`src/rtl/int_mac_pkg.sv`:
```
// Shared constants for the integer MAC processing element and its local RAM.
package int_mac_pkg;

  localparam int MAC_LATENCY    = 3;
  localparam int DATA_W_DEF     = 32;
  localparam int L_RAM_SIZE_DEF = 4;

  // Signed-add overflow: the operands have the same sign and the sum's sign differs from it.
  function automatic logic add_ovf(input logic a_msb, input logic b_msb, input logic s_msb);
    return (a_msb == b_msb) && (s_msb != a_msb);
  endfunction

endpackage

```
`src/rtl/pe_local_ram.sv`:
```
// Single-port read-first local operand RAM with a registered output, 1 cycle read latency.
// Contents are deliberately not reset so the array maps onto block RAM.
module pe_local_ram
  import int_mac_pkg::*;
#(
  parameter int ADDR_W = L_RAM_SIZE_DEF,
  parameter int DATA_W = DATA_W_DEF
) (
  input  logic              aclk,
  input  logic              we,
  input  logic [ADDR_W-1:0] addr,
  input  logic [DATA_W-1:0] din,
  output logic [DATA_W-1:0] dout
);

  (* ram_style = "block" *) logic [DATA_W-1:0] mem [2**ADDR_W];

  // Read-first: dout captures the old word even when the same address is written.
  always_ff @(posedge aclk) begin
    dout <= mem[addr];
    if (we) begin
      mem[addr] <= din;
    end
  end

endmodule

```
`src/rtl/int_mac_pe.sv`:
```
// Integer MAC PE: acc += ain * local[addr]; 3-cycle latency, dvalid marks each completed MAC.
// Accepts a request every cycle and never stalls; reset flushes in-flight requests but not the RAM.
module int_mac_pe
  import int_mac_pkg::*;
#(
  parameter int L_RAM_SIZE = L_RAM_SIZE_DEF,
  parameter int DATA_W     = DATA_W_DEF
) (
  input  logic                  aclk,
  input  logic                  aresetn,
  input  logic [DATA_W-1:0]     ain,
  input  logic [DATA_W-1:0]     din,
  input  logic [L_RAM_SIZE-1:0] addr,
  input  logic                  we,
  input  logic                  valid,
  output logic                  dvalid,
  output logic [DATA_W-1:0]     dout,
  output logic                  ovf
);

  logic [MAC_LATENCY-1:0] vld_sr;
  logic [DATA_W-1:0]      ram_q;
  logic [DATA_W-1:0]      ain_q;
  logic [DATA_W-1:0]      prod_q;
  logic [DATA_W-1:0]      acc;
  logic [DATA_W-1:0]      sum;
  logic                   sum_ovf;

  pe_local_ram #(
    .ADDR_W (L_RAM_SIZE),
    .DATA_W (DATA_W)
  ) u_ram (
    .aclk (aclk),
    .we   (we),
    .addr (addr),
    .din  (din),
    .dout (ram_q)
  );

  always_ff @(posedge aclk) begin
    if (!aresetn) begin
      vld_sr <= '0;
    end else begin
      vld_sr <= {vld_sr[MAC_LATENCY-2:0], valid};
    end
  end

  // Datapath registers carry no reset; only the valid bits qualify them.
  // The low DATA_W bits of a DATA_W x DATA_W multiply equal the truncated full signed product.
  always_ff @(posedge aclk) begin
    ain_q  <= ain;
    prod_q <= $signed(ain_q) * $signed(ram_q);
  end

  assign sum     = acc + prod_q;
  assign sum_ovf = add_ovf(acc[DATA_W-1], prod_q[DATA_W-1], sum[DATA_W-1]);

  always_ff @(posedge aclk) begin
    if (!aresetn) begin
      acc <= '0;
      ovf <= 1'b0;
    end else if (vld_sr[MAC_LATENCY-2]) begin
      acc <= sum;
      if (sum_ovf) begin
        ovf <= 1'b1;
      end
    end
  end

  assign dvalid = vld_sr[MAC_LATENCY-1];
  assign dout   = acc;

endmodule

```
`config.mk`:
```
export PLATFORM = sky130hd
export DESIGN_NAME = int_mac_pe
export DESIGN_NICKNAME = d
export VERILOG_FILES = /design/src/rtl/int_mac_pkg.sv /design/src/rtl/pe_local_ram.sv /design/src/rtl/int_mac_pe.sv
export SDC_FILE = /design/constraint.sdc
export NUM_CORES = 2
export LEC_CHECK = 0
export BUFFER_PORTS_ARGS = -buffer_cell sky130_fd_sc_hd__buf_4
export CAP_MARGIN = 20
export CORE_AREA = 2 2 321 323
export CTS_BUF_LIST = sky130_fd_sc_hd__clkbuf_2
export DETAILED_ROUTE_END_ITERATION = 8
export DIE_AREA = 0 0 323 325
export PLACE_DENSITY = 0.57
export SLEW_MARGIN = 30
export SYNTH_ARGS = -nofsm -noshare
export SYNTH_HDL_FRONTEND = slang
export SYNTH_SLANG_ARGS = --single-unit
```
`constraint.sdc`:
```
create_clock -name aclk -period 13.14 [get_ports aclk]
set_input_delay 3.942 -clock aclk [delete_from_list [all_inputs] [get_ports aclk]]
set_output_delay 3.942 -clock aclk [all_outputs]
set_load 0.05 [all_outputs]
```
# Word level (Yosys, flattened, before mapping)
# Memories as Yosys holds them, arrays and structs flattened. A register that Yosys moved wholly into a read port is not among the register bits.
# Cells that the tools add are included.
[classes]
add_sub_neg = 1
mul = 1
eq_ne = 2
muxes = 2
reduce_logical = 2
[op_table]
columns = ["cell", "count"]
rows = [
  ["$add 32x32->32", 1],
  ["$mul 32x32->32", 1],
  ["$mux 1", 2],
  ["$reduce_and 2->1", 1],
  ["$eq 1x1->1", 1],
  ["$logic_and 1x1->1", 1],
  ["$ne 1x1->1", 1],
]
[word_totals]
ff_bits = 100
ram_bits = 512
in_bits = 72
output_inout_bits = 34
memories = 1
[mem_list]
columns = ["memory", "words", "word_bits", "rd", "rd_clocked_by_memory_dff", "write_ports", "line_no", "rtl"]
rows = [
  ["u_ram.mem", 16, 32, 1, 1, 1, "pe_local_ram.sv:16", "(* ram_style = \"block\" *) logic [DATA_W-1:0] mem [2**ADDR_W];"],
]

# Longest topological paths before layout
[logic_depth]
ltp_word = 4
ltp_mapped = 27
mapped_depth_nobuf = 25

# Modules after synthesis
# From an unflattened synthesis, not the netlist that was laid out.
[unflattened]
hier_cells = 3068
hier_area_um2 = 40360.0
[modules_own_cells]
columns = ["module", "n_inst", "cells_per_inst", "area_per_inst_um2", "seq_area_each_um2"]
rows = [
  ["int_mac_pe", 1, 2228, 20497.2, 2001.9],
  ["pe_local_ram", 1, 840, 19862.8, 16015.4],
]

# Worst setup path before layout
# OpenSTA, ideal clock, no wires.
[synth_timing]
kind = "in2reg"
startpoint = "input addr[2]"
endpoint = "memory u_ram.mem[0][0] (netlist bit), enable pin"
setup_ps = 461
arrival_ps = 7249
required_ps = 12679
path_slack_ps = 5430
cell_stages = 4
path_buffers = 2
cell_sequence = "clkbuf_1 > clkbuf_1 > or3b_2 > nor3_1"
[synth_rtl]
columns = ["element", "line_no", "rtl"]
rows = [
  ["from (decl)", "int_mac_pe.sv:13", "input logic [L_RAM_SIZE-1:0] addr,"],
  ["to (decl)", "pe_local_ram.sv:16", ""],
]
# No word-level cell before the write port.

# Worst setup path after layout
[layout_timing]
startpoint = "register u_ram.dout[15], read port of u_ram.mem"
endpoint = "register prod_q[29]"
[layout_between]
elab_chain_cells = 1
[layout_rtl]
columns = ["element", "line_no", "rtl"]
rows = [
  ["from (decl)", "pe_local_ram.sv:13", "output logic [DATA_W-1:0] dout"],
  ["$mul 32x32->32", "int_mac_pe.sv:52", "prod_q <= $signed(ain_q) * $signed(ram_q);"],
  ["to (signal assigned)", "int_mac_pe.sv:52", ""],
  ["to (decl)", "int_mac_pe.sv:24", "logic [DATA_W-1:0] prod_q;"],
]
# No other way between the ends.
# A chain may end at the register's enable or synchronous reset.

==> out/metrics.yaml <==
detailed_routing:
  finalWirelength_um: 101100
  ant_nets: 0
  wl_per_cell_um: 21.77
  drc_errors: 0
  vias: 23740
  first_iter_violations: 1553
  vias_per_cell: 5.111
  first_pass_iters: 5
sta:
  final_max_slew_viol_count: 0
  clock_skew_ps: 187.7
  rsz0062_at_grt: "no"
  hold_violations: 0
  setup_violations: 0
  max_freq_mhz: 133.8
  tightest_slew_ps: 1040
  max-slew-margin-rel_pct: 30.56
  min_period_over_period_pct: 56.86
  finalCriticalPeriod_ps: 7472
  finalSetupTns_ps: 0
worst_setup_path:
  path_class: "flip-flop to flip-flop"
  cp_common_cell: "fa_1"
  slowest_delay_ps: 1000
  cpLargestDelayFamily: "adder cells"
  cp.arrival_ps: 8720
  path_max_fanout: 17
  slowest_stage: "dfxtp_1"
  cp-start-kind: "flip-flop"
  end_kind: "flip-flop"
  path_cells: "and2_1 > fa_1 > fa_1 > inv_1 > fa_1 > fa_1 > fa_1 > inv_1 > fa_1 > fa_1 > fa_1 > ha_1 > and3_1 > nand2_1 > or3b_2 > nand2_1 > o21ai_0 > a31oi_1 > a31oi_1 > xor2_1"
  timing.critical_path.buf_inv: 2
  required_ps: 14390
job:
  drv_cap: 0
floorplanning:
  io_pins: 106
  core_um2: 101300
  initial_utilization_pct: 39.79
  die-area_um2: 105000
  rows: 117
  fp.dieW_um: 323
  die_h_um: 325
yosys:
  ys_warn_count: 0
  synth_ff_type: "edfxtp_1"
  synth.largest_area_cell: "edfxtp_1"
  syn-cell-area_um2: 40310
  synth_edf_count: 512
  synth.avg_cell_area_um2: 13.53
  synthTopCellsByArea: "edfxtp_1 38%, fa_1 20%, mux4_2 8.9%"
  ys_seq_area_share_pct: 44.70
  ys_async_sr_fraction_pct: 0
  ys_top_cells_by_count: "512 x edfxtp_1, 440 x inv_1, 409 x fa_1"
  synthCells: 2979
  ys_seq_elements: 644
  synthDistinctLibCells: 68
  mappedNetlistNets: 3641
  synth.top_cell.area_share_pct: 38.14
  synth_most_common_cell: "edfxtp_1"
run_status:
  status: "completed"
clock_network:
  clockBufferDepth: 3
  post_cts_buffers: 0
  cts_root_buffer: "clkbuf_2"
  worst_skew_pair.late_latency_ps: 1510
  cts_tree: "yes"
  clkTransAtPathRegs_ps: 100
  cts_buffers: 167
  cts.sinks: 644
  cts_hold_buf: 0
  htreeDepth: 4
  cts_resized: 0
global_routing:
  gr-usage-met3_pct: 4.769
  grt.overflow.total: 0
  grtUsageTotal_pct: 19.79
  use_met1_pct: 25.60
  grt_pass1_wl_um: 155300
  antenna_found_initial: 8
  grt_max_degree: 70
  grt_pass1_vias: 26390
  grt_use_met2_pct: 32.72
  grt_busiest_layer: "met2"
place:
  gp_congestion: 0.8649
  io_buffers: 105
  hpwl_um: 67370
layout:
  nets: 3810
  drive_gt1_share_pct: 18.69
  area_growth_pct: 9.666
worst_hold_path:
  holdCritPathClass: "flip-flop to flip-flop"
[per-stage QoR]
| stage | hold WS [ps] | area [µm²] | cells | setup WS [ps] | util, % |
|---|---|---|---|---|---|
| floorplan | 405.7 | 40310 | 2979 | 5430 | - |
| global placement | 408.9 | 42650 | 4347 | 5777 | 42.10 |
| detailed placement | 411.3 | 42670 | 4347 | 5720 | 42.12 |
| CTS | 437.2 | 44180 | 4637 | 5624 | 43.61 |
| global route | 479.5 | 44190 | 4641 | 5333 | 43.63 |
| finish | 433.8 | 44200 | 4645 | 5668 | 43.64 |
[path summary, 6_finish.rpt]
path,from,endpoint,slack [ps],depth (start not counted)
worst max register to register,u_ram.dout[15]$_DFF_P_,prod_q[29]$_DFF_P_,5670,20
worst min-delay path,vld_sr[0]$_SDFF_PN0_,vld_sr[1]$_SDFF_PN0_,430,1
worst max-delay path,u_ram.dout[15]$_DFF_P_,prod_q[29]$_DFF_P_,5670,20
worst min register to register,vld_sr[0]$_SDFF_PN0_,vld_sr[1]$_SDFF_PN0_,430,1
[sequential cells by signal, indices dropped and copies added, names as in the netlist]
signal and flops:
ain_q 32, dout 32, ovf 1, prod_q 32
u_ram.dout 32, u_ram.mem 512, vld_sr 3
[worst register-to-register path, cell delays in order (launching register included)]
cell and delay (ps):
dfxtp_1 1000, and2_1 290, fa_1 440, fa_1 520
inv_1 50, fa_1 460, fa_1 500, fa_1 550
inv_1 50, fa_1 470, fa_1 520, fa_1 440
ha_1 340, and3_1 260, nand2_1 100, or3b_2 460
nand2_1 80, o21ai_0 80, a31oi_1 320, a31oi_1 160
xor2_1 160
[logic make-up after synthesis]
| logic type | count (synthesis) | share of synthesized area, % |
|---|---|---|
| adder cells (fa/ha/maj) | 590 | 25.93 |
| multiplexers | 175 | 9.316 |
| buffers and inverters | 580 | 5.432 |
| AND/OR/NAND/NOR | 714 | 9.505 |
| XOR/XNOR | 104 | 2.260 |
| flip-flops | 644 | 44.70 |
| AO/OA/AOI/OAI | 172 | 2.856 |
[per-layer routing]
metal  up-vias  wire length [µm]
met5         -                64
met4        10              2403
met3       177              6830
met2       764             49510
met1     12350             42310
li1      10440                 -
[placed cells by master, fill, tap and decap left out, drive strengths merged, types with 3 or more instances in the layout]
cell / count
a21o: 18
a31oi: 10
mux2i: 14
xor2: 25
nor3: 14
o21bai: 10
nand2b: 8
dfxtp: 132
nor2: 40
nand4: 7
and2: 357
o21a: 6
a31o: 4
diode: 8
edfxtp: 512
nand3: 24
mux4: 160
o211a: 4
and3: 6
nand4b: 3
a21oi: 46
ha: 181
o21ai: 39
xnor2: 79
clkinv: 39
buf: 139
a211oi: 9
nand3b: 5
fa: 409
nor2b: 23
nand2: 212
or3: 3
a21boi: 6
o211ai: 5
or3b: 3
clkbuf: 240
inv: 448
clkinvlp: 3
[cell type report]
type	instances	area [µm²]
diodes	8	20.02
clock buffers	239	1196
clock inverters	51	315.3
fillers	9384	57100
inverters	440	1652
multi-input cells	1755	20210
flip-flops and latches	644	18030
well taps	1368	1712
repair buffers	140	1065
Power is not shown: default switching activity piles up to over one toggle a cycle in this logic, so the estimate is an artifact.
